[src/rtl/triangle_span_scanner_if.sv]
// rtl/triangle_span_scanner_if.sv - vertex input, tester handshake and SRAM write bus of the span scanner.
// master is the scanner side, slave is the vertex source / tester / SRAM side.
interface triangle_span_scanner_if #(
  parameter int COORD_W = 11,
  parameter int ADDR_W  = 18,
  parameter int DATA_W  = 31
);
  logic               start;
  logic [COORD_W-1:0] ax, ay, bx, by, cx, cy;
  logic [COORD_W-1:0] scan_x, scan_y;
  logic               in_triangle;
  logic [ADDR_W-1:0]  sram_addr;
  logic [DATA_W-1:0]  sram_data;
  logic               sram_we_n;
  logic               sram_ce_n;
  logic               sram_oe_n;
  logic               busy;
  logic               done;
  logic [ADDR_W-1:0]  rows_written;

  modport master (
    input  start, ax, ay, bx, by, cx, cy, in_triangle,
    output scan_x, scan_y, sram_addr, sram_data, sram_we_n, sram_ce_n, sram_oe_n,
           busy, done, rows_written
  );

  modport slave (
    output start, ax, ay, bx, by, cx, cy, in_triangle,
    input  scan_x, scan_y, sram_addr, sram_data, sram_we_n, sram_ce_n, sram_oe_n,
           busy, done, rows_written
  );
endinterface

[src/rtl/triangle_span_scanner.sv]
// rtl/triangle_span_scanner.sv - raster-scans a triangle's clamped bounding box one pixel per clock.
// Each row with inside pixels yields one {y, right, left} word written to SRAM with a three-cycle write.
module triangle_span_scanner #(
  parameter int COORD_W = 11,
  parameter int X_LAST  = 1505,
  parameter int Y_LAST  = 480,
  parameter int ADDR_W  = 18,
  parameter int DATA_W  = 31
) (
  input  logic                  CLOCK_50,
  input  logic                  RESET,
  triangle_span_scanner_if.master bus
);
  localparam int                 ROW_Y_W  = DATA_W - 2 * COORD_W;
  localparam logic [COORD_W-1:0] XL       = COORD_W'(X_LAST);
  localparam logic [COORD_W-1:0] YL       = COORD_W'(Y_LAST);
  localparam logic [ADDR_W-1:0]  ROWS_MAX = '1;

  typedef enum logic [2:0] {
    S_IDLE, S_BBOX, S_SCAN, S_W_SETUP, S_W_PULSE, S_W_HOLD, S_NEXT_ROW, S_FINISH
  } state_t;

  state_t             r_state;
  logic [COORD_W-1:0] r_ax, r_ay, r_bx, r_by, r_cx, r_cy;
  logic [COORD_W-1:0] r_xmin, r_xmax, r_ymax;
  logic [COORD_W-1:0] r_scan_x, r_scan_y;
  logic [COORD_W-1:0] r_left, r_right;
  logic               r_row_flag;
  logic [ADDR_W-1:0]  r_addr;
  logic [DATA_W-1:0]  r_data;
  logic               r_we_n, r_ce_n;
  logic               r_busy, r_done;
  logic [ADDR_W-1:0]  r_rows;

  logic [COORD_W-1:0] w_xmin, w_xmax_raw, w_xmax, w_ymin, w_ymax_raw, w_ymax;
  logic [COORD_W-1:0] w_ab_xmin, w_ab_xmax, w_ab_ymin, w_ab_ymax;
  logic               w_box_empty;
  logic               w_row_end;
  logic               w_flag_nxt;
  logic [COORD_W-1:0] w_left_nxt, w_right_nxt;

  assign w_ab_xmin   = (r_ax < r_bx) ? r_ax : r_bx;
  assign w_ab_xmax   = (r_ax > r_bx) ? r_ax : r_bx;
  assign w_ab_ymin   = (r_ay < r_by) ? r_ay : r_by;
  assign w_ab_ymax   = (r_ay > r_by) ? r_ay : r_by;
  assign w_xmin      = (w_ab_xmin < r_cx) ? w_ab_xmin : r_cx;
  assign w_xmax_raw  = (w_ab_xmax > r_cx) ? w_ab_xmax : r_cx;
  assign w_ymin      = (w_ab_ymin < r_cy) ? w_ab_ymin : r_cy;
  assign w_ymax_raw  = (w_ab_ymax > r_cy) ? w_ab_ymax : r_cy;
  assign w_xmax      = (w_xmax_raw > XL) ? XL : w_xmax_raw;
  assign w_ymax      = (w_ymax_raw > YL) ? YL : w_ymax_raw;
  assign w_box_empty = (w_xmin > XL) || (w_ymin > YL);

  // Span bounds as they will stand after the current pixel, so the last
  // pixel of a row can both open/extend the span and feed the write word.
  assign w_row_end   = (r_scan_x == r_xmax);
  assign w_flag_nxt  = r_row_flag | bus.in_triangle;
  assign w_left_nxt  = (bus.in_triangle && !r_row_flag) ? r_scan_x : r_left;
  assign w_right_nxt = bus.in_triangle ? r_scan_x : r_right;

  always_ff @(posedge CLOCK_50 or posedge RESET) begin
    if (RESET) begin
      r_state    <= S_IDLE;
      r_ax       <= '0;
      r_ay       <= '0;
      r_bx       <= '0;
      r_by       <= '0;
      r_cx       <= '0;
      r_cy       <= '0;
      r_xmin     <= '0;
      r_xmax     <= '0;
      r_ymax     <= '0;
      r_scan_x   <= '0;
      r_scan_y   <= '0;
      r_left     <= '0;
      r_right    <= '0;
      r_row_flag <= 1'b0;
      r_addr     <= '0;
      r_data     <= '0;
      r_we_n     <= 1'b1;
      r_ce_n     <= 1'b1;
      r_busy     <= 1'b0;
      r_done     <= 1'b0;
      r_rows     <= '0;
    end else begin
      r_done <= 1'b0;
      case (r_state)
        S_IDLE: begin
          if (bus.start) begin
            r_ax    <= bus.ax;
            r_ay    <= bus.ay;
            r_bx    <= bus.bx;
            r_by    <= bus.by;
            r_cx    <= bus.cx;
            r_cy    <= bus.cy;
            r_busy  <= 1'b1;
            r_rows  <= '0;
            r_state <= S_BBOX;
          end
        end
        S_BBOX: begin
          if (w_box_empty) begin
            r_busy  <= 1'b0;
            r_done  <= 1'b1;
            r_state <= S_FINISH;
          end else begin
            r_xmin     <= w_xmin;
            r_xmax     <= w_xmax;
            r_ymax     <= w_ymax;
            r_scan_x   <= w_xmin;
            r_scan_y   <= w_ymin;
            r_row_flag <= 1'b0;
            r_state    <= S_SCAN;
          end
        end
        S_SCAN: begin
          r_left     <= w_left_nxt;
          r_right    <= w_right_nxt;
          r_row_flag <= w_flag_nxt;
          if (w_row_end) begin
            if (w_flag_nxt) begin
              r_addr  <= r_rows;
              r_data  <= {r_scan_y[ROW_Y_W-1:0], w_right_nxt, w_left_nxt};
              r_ce_n  <= 1'b0;
              r_we_n  <= 1'b1;
              r_state <= S_W_SETUP;
            end else begin
              r_state <= S_NEXT_ROW;
            end
          end else begin
            r_scan_x <= r_scan_x + 1'b1;
          end
        end
        S_W_SETUP: begin
          r_we_n  <= 1'b0;
          r_state <= S_W_PULSE;
        end
        S_W_PULSE: begin
          r_we_n <= 1'b1;
          if (r_rows != ROWS_MAX) begin
            r_rows <= r_rows + 1'b1;
          end
          r_state <= S_W_HOLD;
        end
        S_W_HOLD: begin
          r_ce_n     <= 1'b1;
          r_row_flag <= 1'b0;
          r_state    <= S_NEXT_ROW;
        end
        S_NEXT_ROW: begin
          r_ce_n     <= 1'b1;
          r_row_flag <= 1'b0;
          if (r_scan_y == r_ymax) begin
            r_busy  <= 1'b0;
            r_done  <= 1'b1;
            r_state <= S_FINISH;
          end else begin
            r_scan_y <= r_scan_y + 1'b1;
            r_scan_x <= r_xmin;
            r_state  <= S_SCAN;
          end
        end
        S_FINISH: begin
          r_state <= S_IDLE;
        end
        default: begin
          r_state <= S_IDLE;
        end
      endcase
    end
  end

  assign bus.scan_x       = r_scan_x;
  assign bus.scan_y       = r_scan_y;
  assign bus.sram_addr    = r_addr;
  assign bus.sram_data    = r_data;
  assign bus.sram_we_n    = r_we_n;
  assign bus.sram_ce_n    = r_ce_n;
  assign bus.sram_oe_n    = 1'b1;
  assign bus.busy         = r_busy;
  assign bus.done         = r_done;
  assign bus.rows_written = r_rows;
endmodule
[src/flat_wrapper.sv]
// flat-port wrapper written by rule: the top's interface ports become plain ports
module triangle_span_scanner_flat 
#(
  parameter int COORD_W = 11,
  parameter int X_LAST  = 1505,
  parameter int Y_LAST  = 480,
  parameter int ADDR_W  = 18,
  parameter int DATA_W  = 31
)
  (CLOCK_50, RESET, bus_start, bus_ax, bus_ay, bus_bx, bus_by, bus_cx, bus_cy, bus_in_triangle, bus_scan_x, bus_scan_y, bus_sram_addr, bus_sram_data, bus_sram_we_n, bus_sram_ce_n, bus_sram_oe_n, bus_busy, bus_done, bus_rows_written);
  triangle_span_scanner_if #(.COORD_W(COORD_W), .ADDR_W(ADDR_W), .DATA_W(DATA_W)) bus_i ();
  input  logic CLOCK_50;
  input  logic RESET;
  input wire logic [$bits(bus_i.start)-1:0] bus_start;
  input wire logic [$bits(bus_i.ax)-1:0] bus_ax;
  input wire logic [$bits(bus_i.ay)-1:0] bus_ay;
  input wire logic [$bits(bus_i.bx)-1:0] bus_bx;
  input wire logic [$bits(bus_i.by)-1:0] bus_by;
  input wire logic [$bits(bus_i.cx)-1:0] bus_cx;
  input wire logic [$bits(bus_i.cy)-1:0] bus_cy;
  input wire logic [$bits(bus_i.in_triangle)-1:0] bus_in_triangle;
  output wire logic [$bits(bus_i.scan_x)-1:0] bus_scan_x;
  output wire logic [$bits(bus_i.scan_y)-1:0] bus_scan_y;
  output wire logic [$bits(bus_i.sram_addr)-1:0] bus_sram_addr;
  output wire logic [$bits(bus_i.sram_data)-1:0] bus_sram_data;
  output wire logic [$bits(bus_i.sram_we_n)-1:0] bus_sram_we_n;
  output wire logic [$bits(bus_i.sram_ce_n)-1:0] bus_sram_ce_n;
  output wire logic [$bits(bus_i.sram_oe_n)-1:0] bus_sram_oe_n;
  output wire logic [$bits(bus_i.busy)-1:0] bus_busy;
  output wire logic [$bits(bus_i.done)-1:0] bus_done;
  output wire logic [$bits(bus_i.rows_written)-1:0] bus_rows_written;
  assign bus_i.start = bus_start;
  assign bus_i.ax = bus_ax;
  assign bus_i.ay = bus_ay;
  assign bus_i.bx = bus_bx;
  assign bus_i.by = bus_by;
  assign bus_i.cx = bus_cx;
  assign bus_i.cy = bus_cy;
  assign bus_i.in_triangle = bus_in_triangle;
  assign bus_scan_x = bus_i.scan_x;
  assign bus_scan_y = bus_i.scan_y;
  assign bus_sram_addr = bus_i.sram_addr;
  assign bus_sram_data = bus_i.sram_data;
  assign bus_sram_we_n = bus_i.sram_we_n;
  assign bus_sram_ce_n = bus_i.sram_ce_n;
  assign bus_sram_oe_n = bus_i.sram_oe_n;
  assign bus_busy = bus_i.busy;
  assign bus_done = bus_i.done;
  assign bus_rows_written = bus_i.rows_written;
  triangle_span_scanner #(.COORD_W(COORD_W), .X_LAST(X_LAST), .Y_LAST(Y_LAST), .ADDR_W(ADDR_W), .DATA_W(DATA_W)) u_core (.CLOCK_50(CLOCK_50), .RESET(RESET), .bus(bus_i));
endmodule
[config.mk]
export PLATFORM = sky130hd
export DESIGN_NAME = triangle_span_scanner_flat
export DESIGN_NICKNAME = d
export VERILOG_FILES = /design/src/rtl/triangle_span_scanner_if.sv /design/src/rtl/triangle_span_scanner.sv /design/src/flat_wrapper.sv
export SDC_FILE = /design/constraint.sdc
export NUM_CORES = 1
export LEC_CHECK = 0
export CAP_MARGIN = 20
export CELL_PAD_IN_SITES_DETAIL_PLACEMENT = 1
export CELL_PAD_IN_SITES_GLOBAL_PLACEMENT = 2
export CORE_ASPECT_RATIO = 1.75
export CORE_UTILIZATION = 36
export CTS_BUF_LIST = sky130_fd_sc_hd__clkbuf_8
export DETAILED_ROUTE_END_ITERATION = 10
export GPL_TIMING_DRIVEN = 0
export PLACE_DENSITY = 0.93
export SLEW_MARGIN = 30
export SYNTH_ARGS = -nofsm -noshare
export SYNTH_HDL_FRONTEND = slang
export SYNTH_SLANG_ARGS = --single-unit
[constraint.sdc]
create_clock -name CLOCK_50 -period 10.4 [get_ports CLOCK_50]
set_input_delay 2.08 -clock CLOCK_50 [delete_from_list [all_inputs] [get_ports CLOCK_50]]
set_output_delay 2.08 -clock CLOCK_50 [all_outputs]
set_load 0.01 [all_outputs]
### Yosys cells after proc, flatten, opt, wreduce, memory -nomap -nowiden

Index checks and enable logic that the tools add are counted.
Widths: inputs -> output; s select.

| operators by class | value |
|---|---|
| equality and inequality tests | 19 |
| bitwise logic cells | 2 |
| reductions and logical operators | 23 |
| add/subtract/negate cells | 3 |
| $lt $le $gt $ge | 12 |
| muxes and demuxes | 43 |

Operators by type and width:

| operator | count |
|---|---|
| $mux 11 | 17 |
| $gt 11x11->1 | 4 |
| $lt 11x11->1 | 4 |
| $mux 18 | 2 |
| $pmux 18 s2 | 1 |
| $pmux 11 s3 | 1 |
| $pmux 3 s8 | 1 |
| $add 11x1->11 const B | 2 |
| $eq 11x11->1 | 2 |
| $gt 11x11->1 const B | 2 |
| $gt 11x9->1 const B | 2 |
| $pmux 11 s2 | 1 |
| $add 18x1->18 const B | 1 |
| $ne 18x18->1 const B | 1 |
| $mux 3 | 5 |
| $reduce_and 3->1 | 5 |
| $eq 3x3->1 const B | 4 |
| $reduce_bool 3->1 | 4 |
| $mux 1 | 10 |
| $ne 2x1->1 const B | 5 |
| $pmux 1 s3 | 3 |
| $ne 2x2->1 const B | 4 |
| $reduce_and 2->1 | 4 |
| $reduce_and 4->1 | 2 |
| other kinds (11) | 15 |

| word-level totals | value |
|---|---|
| register bits after elaboration | 218 |
| word-level logic and storage cells | 124 |
| bits of input ports | 70 |
| output and inout bits | 94 |

### Depth between registers and ports, before layout

| logic depth | value |
|---|---|
| word-level depth | 8 |
| mapped depth | 20 |
| gate-level depth less buffers | 18 |

### Worst setup path before layout

OpenSTA, ideal clock, no wires.

| path | value |
|---|---|
| kind | flip-flop to flip-flop |
| start point | register u_core.r_ax[10] |
| end point | register u_core.r_xmax[1] |
| slack | 5.736 ns |
| setup time | 0.121 ns |
| path buffers | 3 |
| data required time | 10.279 ns |
| cell stages (with the launch flop) | 19 |
| period minus slack after synthesis | 4.664 ns |
| data arrival time | 4.543 ns |
| path through | dfrtp_1 > ha_1 > nand3_1 > nor3_1 > a221oi_2 > nand2_1 > clkbuf_1 > mux2_2 > ha_1 > nand4_1 > a2111oi_0 > nor3b_1 > nand3_2 > a31oi_4 > or3_4 > or3_1 > buf_2 > buf_6 > a22o_1 |

| on the way | value |
|---|---|
| cells in the longest elaborated chain, start to end | 8 |
| elaborated cells between the ends (all ways) | 14 |
| those cells by class | 6 x order compare; 5 x mux; 1 x bitwise; 2 x reduce/logical |

RTL lines:

| what | line | source |
|---|---|---|
| start: declaration | triangle_span_scanner.sv:24 | `logic [COORD_W-1:0] r_ax, r_ay, r_bx, r_by, r_cx, r_cy;` |
| start signal: assignment | triangle_span_scanner.sv:90 | `r_ax <= bus.ax;` |
| $lt 11x11->1 | triangle_span_scanner.sv:42 | `assign w_ab_xmin = (r_ax < r_bx) ? r_ax : r_bx;` |
| $mux 11 | triangle_span_scanner.sv:42 |  |
| $lt 11x11->1 | triangle_span_scanner.sv:46 | `assign w_xmin = (w_ab_xmin < r_cx) ? w_ab_xmin : r_cx;` |
| $mux 11 | triangle_span_scanner.sv:46 |  |
| $gt 11x11->1 | triangle_span_scanner.sv:52 | `assign w_box_empty = (w_xmin > XL) \|\| (w_ymin > YL);` |
| $logic_or 1x1->1 | triangle_span_scanner.sv:52 |  |
| $not 1->1 (no line) | -- |  |
| $reduce_and 2->1 (no line) | -- |  |
| end signal: assignment | triangle_span_scanner.sv:108 | `r_xmax <= w_xmax;` |
| end: declaration | triangle_span_scanner.sv:25 | `logic [COORD_W-1:0] r_xmin, r_xmax, r_ymax;` |

Several ways; a longest one is shown, not always the timed one.
A chain may end at the register's enable or synchronous reset.

### Worst setup path in the final report

| path | value |
|---|---|
| start point | register u_core.r_ax[10] |
| end point | register u_core.r_state[2] |

| on the way | value |
|---|---|
| cells in the longest elaborated chain, start to end | 8 |

RTL lines:

| what | line | source |
|---|---|---|
| $lt 11x11->1 | triangle_span_scanner.sv:42 |  |
| $mux 11 (*) | triangle_span_scanner.sv:42 |  |
| $lt 11x11->1 | triangle_span_scanner.sv:46 |  |
| $mux 11 (*) | triangle_span_scanner.sv:46 |  |
| $gt 11x11->1 (*) | triangle_span_scanner.sv:52 |  |
| $logic_or 1x1->1 (*) | triangle_span_scanner.sv:52 |  |
| $mux 3 (*) | triangle_span_scanner.sv:102 | `if (w_box_empty) begin` |
| $pmux 3 s8 (*) | triangle_span_scanner.sv:87 | `case (r_state)` |
| end signal: assignment | triangle_span_scanner.sv:63 | `r_state <= S_IDLE;` |
| end signal: assignment | triangle_span_scanner.sv:98 | `r_state <= S_BBOX;` |
| end signal: assignment | triangle_span_scanner.sv:105 | `r_state <= S_FINISH;` |
| end: declaration | triangle_span_scanner.sv:23 | `state_t r_state;` |

Every way passes the cells marked *; elsewhere a longest branch is shown, timed or not.

==> flow_metrics.env <==
export IMPL_antenna_found_initial=0
export IMPL_synth_edf_count=0
export IMPL_holdBufCountCts=0
export IMPL_slew_headroom_pct=43.81
export IMPL_synth_compound_area_share_pct=15.55
export IMPL_clock_insertion_delay_worst_skew_ns=0.56
export IMPL_nets=1616
export IMPL_worst_setup_path_start_kind="flop"
export IMPL_yosysWarningCount=0
export IMPL_dp_hpwl_um=31190
export IMPL_pin_count=164
export IMPL_crit_fanout=10
export IMPL_skew_ns=0.02406
export IMPL_pre_cts_slack_ns=4.582
export IMPL_cts_resized=0
export IMPL_critPathSlowestCell="a21boi_0"
export IMPL_synth_commonest_cells="dfrtp_1 (216), nand2_1 (176), o21ai_0 (148)"
export IMPL_wire_per_inst_um=20.27
export IMPL_vias=10550
export IMPL_grt_pass1_vias=11498
export IMPL_rows=89
export IMPL_grt_max_degree=92
export IMPL_postCtsSetupBuffers=0
export IMPL_nFillCells=3869
export IMPL_worstPathRequired_ns=10.84
export IMPL_clock_sinks=218
export IMPL_drt_vias_per_instance=5.394
export IMPL_core_um2=33630
export IMPL_stdcell_area_um2=15290
export IMPL_antenna_left=0
export IMPL_cap_violations=0
export IMPL_async_flop_share_pct=100.0
export IMPL_avgSynthCellArea_um2=9.643
export IMPL_status="finished clean"
export IMPL_syn_inst=1275
export IMPL_hold_path_class="reg -> reg"
export IMPL_finalHoldViolCount=0
export IMPL_yosys_area_share_simple_pct=13.57
export IMPL_critical_path_class="reg -> reg"
export IMPL_cts_tree="yes"
export IMPL_place_congestion=0.8922
export IMPL_drive_gt1_share_pct=11.20
export IMPL_min_period_over_period_pct=57.36
export IMPL_period_needed_ns=5.966
export IMPL_cp_cell_sequence="ha_1 -> nand3_1 -> nor3_1 -> a221oi_2 -> nand2_1 -> clkbuf_1 -> mux2_2 -> ha_1 -> nand4_1 -> a2111oi_0 -> nand3_1 -> a21boi_0 -> o41ai_4 -> nand2_1 -> clkbuf_1 -> nor2_1 -> a211oi_1"
export IMPL_ys_ff_latch=218
export IMPL_setup_violations_final=0
export IMPL_grt_pass1_wl_um=63250
export IMPL_setup_tns_ns=0
export IMPL_dpl_instance_area_um2=14540
export IMPL_rrSetupSlack_ns=4.43
export IMPL_worst_path_buf_inv=2
export IMPL_reg2reg_from="u_core.r_ax[10]"
export IMPL_seq_area_frac_synth_pct=44.39
export IMPL_setup_slack_ns=4.434
export IMPL_clk_pin_slew_worst_paths_ns=0.07
export IMPL_synth_most_common_cell="dfrtp_1"
export IMPL_drc=0
export IMPL_fp_dieW_um=141.7
export IMPL_totalWireLength_um=39640
export IMPL_cts_made_buffers=35
export IMPL_design_power_total_w=0.005720
export IMPL_synthTopCellsByArea="dfrtp_1 (44%), mux2_2 (8.3%), ha_1 (7.2%)"
export IMPL_hold_path_startpoint="u_core.bus.sram_ce_n"
export IMPL_ir_drop_uv=112.0
export IMPL_htreeDepth=2
export IMPL_overflow=0
export IMPL_critical_path_max_stage_delay_ns=0.60
export IMPL_initial_utilization_pct=36.56
export IMPL_synth_xor_area_share_pct=2.992
export IMPL_crit_start="u_core.r_ax[10]"
export IMPL_ys_flop_type="dfrtp_1"
export IMPL_dr_pass1_iters=4
export IMPL_drt_iter0_drc=306
export IMPL_area_delta_synth_final_pct=24.38
export IMPL_synthMuxAreaShare_pct=12.32
export IMPL_arrival_ns=6.40
export IMPL_numPortBuffers=161
export IMPL_synth_top_family_by_area="compound AO/OA/AOI/OAI gates"
export IMPL_cts_root_buf="clkbuf_8"
export IMPL_grtUsageTotal_pct=23.41
export IMPL_die_area_um2=34920
export IMPL_fmax_ghz=0.1676
export IMPL_crit_family="compound AO/OA/AOI/OAI gates"
export IMPL_powerDensity_nw_per_um2=374.1
export IMPL_leakage_nw=6.691
export IMPL_cts_buffer_depth=3
export IMPL_tightest_slew_ns=0.8429
export IMPL_final_max_slew_viol_count=0
export IMPL_synth_fp_nets=1416
export IMPL_fp_dieH_um=246.5
export IMPL_synth_fa_ha_area_share_pct=7.226
export IMPL_synth_distinct_cells=70
export IMPL_endpoint_kind="flop"
export IMPL_rsz0062_at_grt="no"
export IMPL_synth_top_cell_area_share_pct=43.96
export IMPL_synth_top_cell_by_area="dfrtp_1"
export IMPL_synth_area_um2=12290
==> layout make-up <==
cell class	count	area [um2]	area share, %
multi-input cells	933	6355	41.56
flip-flops and latches	218	5458	35.69
repair buffers	163	1667	10.90
clock buffers	48	660.6	4.320
well taps	455	569.3	3.723
plain buffers	69	275.3	1.800
inverters	55	214.0	1.399
clock inverters	14	91.34	0.5973
diodes	1	2.502	0.01636
==> through the flow <==
stage | hold slack [ns] | utilization (%) | std cells
2_1_floorplan | 0.4554 | - | 1275
3_3_place_gp | 0.4569 | 43.04 | 1891
3_5_place_dp | 0.4611 | 43.23 | 1893
4_1_cts | 0.4715 | 45.46 | 1955
5_1_grt | 0.4968 | 45.46 | 1955
6_report | 0.4687 | 45.47 | 1956
==> metal layers <==
| layer | up-vias | part of all wire [%] | GRT usage, % |
|---|---|---|---|
| met3 | 111 | 2.8 | 2.896 |
| met1 | 5281 | 37 | 24.29 |
| li1 | 4927 | - | - |
| met4 | 0 | 5.6 | 13.22 |
| met5 | - | 0 | 0 |
| met2 | 231 | 54 | 44.65 |
==> path summary, 6_finish.rpt <==
kind                                   endpoint  depth (start not counted)
hold / removal             u_core.bus.sram_ce_n                          2
setup reg to reg              u_core.r_state[2]                         17
setup / recovery              u_core.r_state[2]                         17
hold reg to reg            u_core.bus.sram_ce_n                          2
max in group asynchronous  u_core.bus.scan_y[8]                          4
min in group asynchronous        u_core.r_cx[0]                          2
==> placed cells by master (no fill, tap or decap), drive strengths merged, types with 4 or more instances in the layout <==
| cell type | n |
|---|---|
| a211oi | 9 |
| a21o | 10 |
| a21oi | 63 |
| a22o | 4 |
| a31oi | 5 |
| and2 | 5 |
| and3 | 13 |
| and4 | 5 |
| buf | 13 |
| clkbuf | 106 |
| clkdlybuf4s50 | 161 |
| dfrtp | 216 |
| ha | 71 |
| inv | 64 |
| mux2 | 99 |
| mux2i | 40 |
| nand2 | 176 |
| nand2b | 8 |
| nand3 | 24 |
| nand4 | 27 |
| nor2 | 69 |
| nor3 | 16 |
| nor4 | 5 |
| o21a | 4 |
| o21ai | 167 |
| o22a | 10 |
| o31ai | 4 |
| or3 | 8 |
| xnor2 | 16 |
| xor2 | 26 |
==> flip-flops by register name, indices dropped and copies added, names as in the netlist, 11 cells and up <==
signal	count
u_core.r_cx	11
u_core.r_cy	11
u_core.bus.sram_data	31
u_core.r_bx	11
u_core.r_xmax	11
u_core.bus.scan_y	11
u_core.bus.sram_addr	18
u_core.r_left	11
u_core.r_ax	11
u_core.r_right	11
u_core.r_xmin	11
u_core.r_ymax	11
u_core.r_by	11
u_core.bus.rows_written	18
u_core.bus.scan_x	11
u_core.r_ay	11
==> tightest hold or removal path: cells and delay by family, from the launching register on <==
family	cells	cell delay, ns
flip-flops	1	0.37
AND/OR/NAND/NOR	2	0.10
==> power breakdown <==
part | internal (W) | leakage (nW) | switching, W | total, W
Combinational | 0.00138 | 3.51 | 0.00211 | 0.00349
Clock | 0.000437 | 0.418 | 0.000355 | 0.000792
Sequential | 0.00115 | 2.77 | 0.000288 | 0.00144
==> cell families (layout without fill, tap and decap cells) <==
group                      Yosys count  in the layout
other                                1              2
adders and majority gates           71             71
muxes                              139            139
AOI/OAI and AO/OA                  315            315
buffers and inverters              124            349
and+or+nand+nor                    365            365
DFF                                218            218
xor gates and xnor gates            42             42
(Power assumes the default switching activity.)
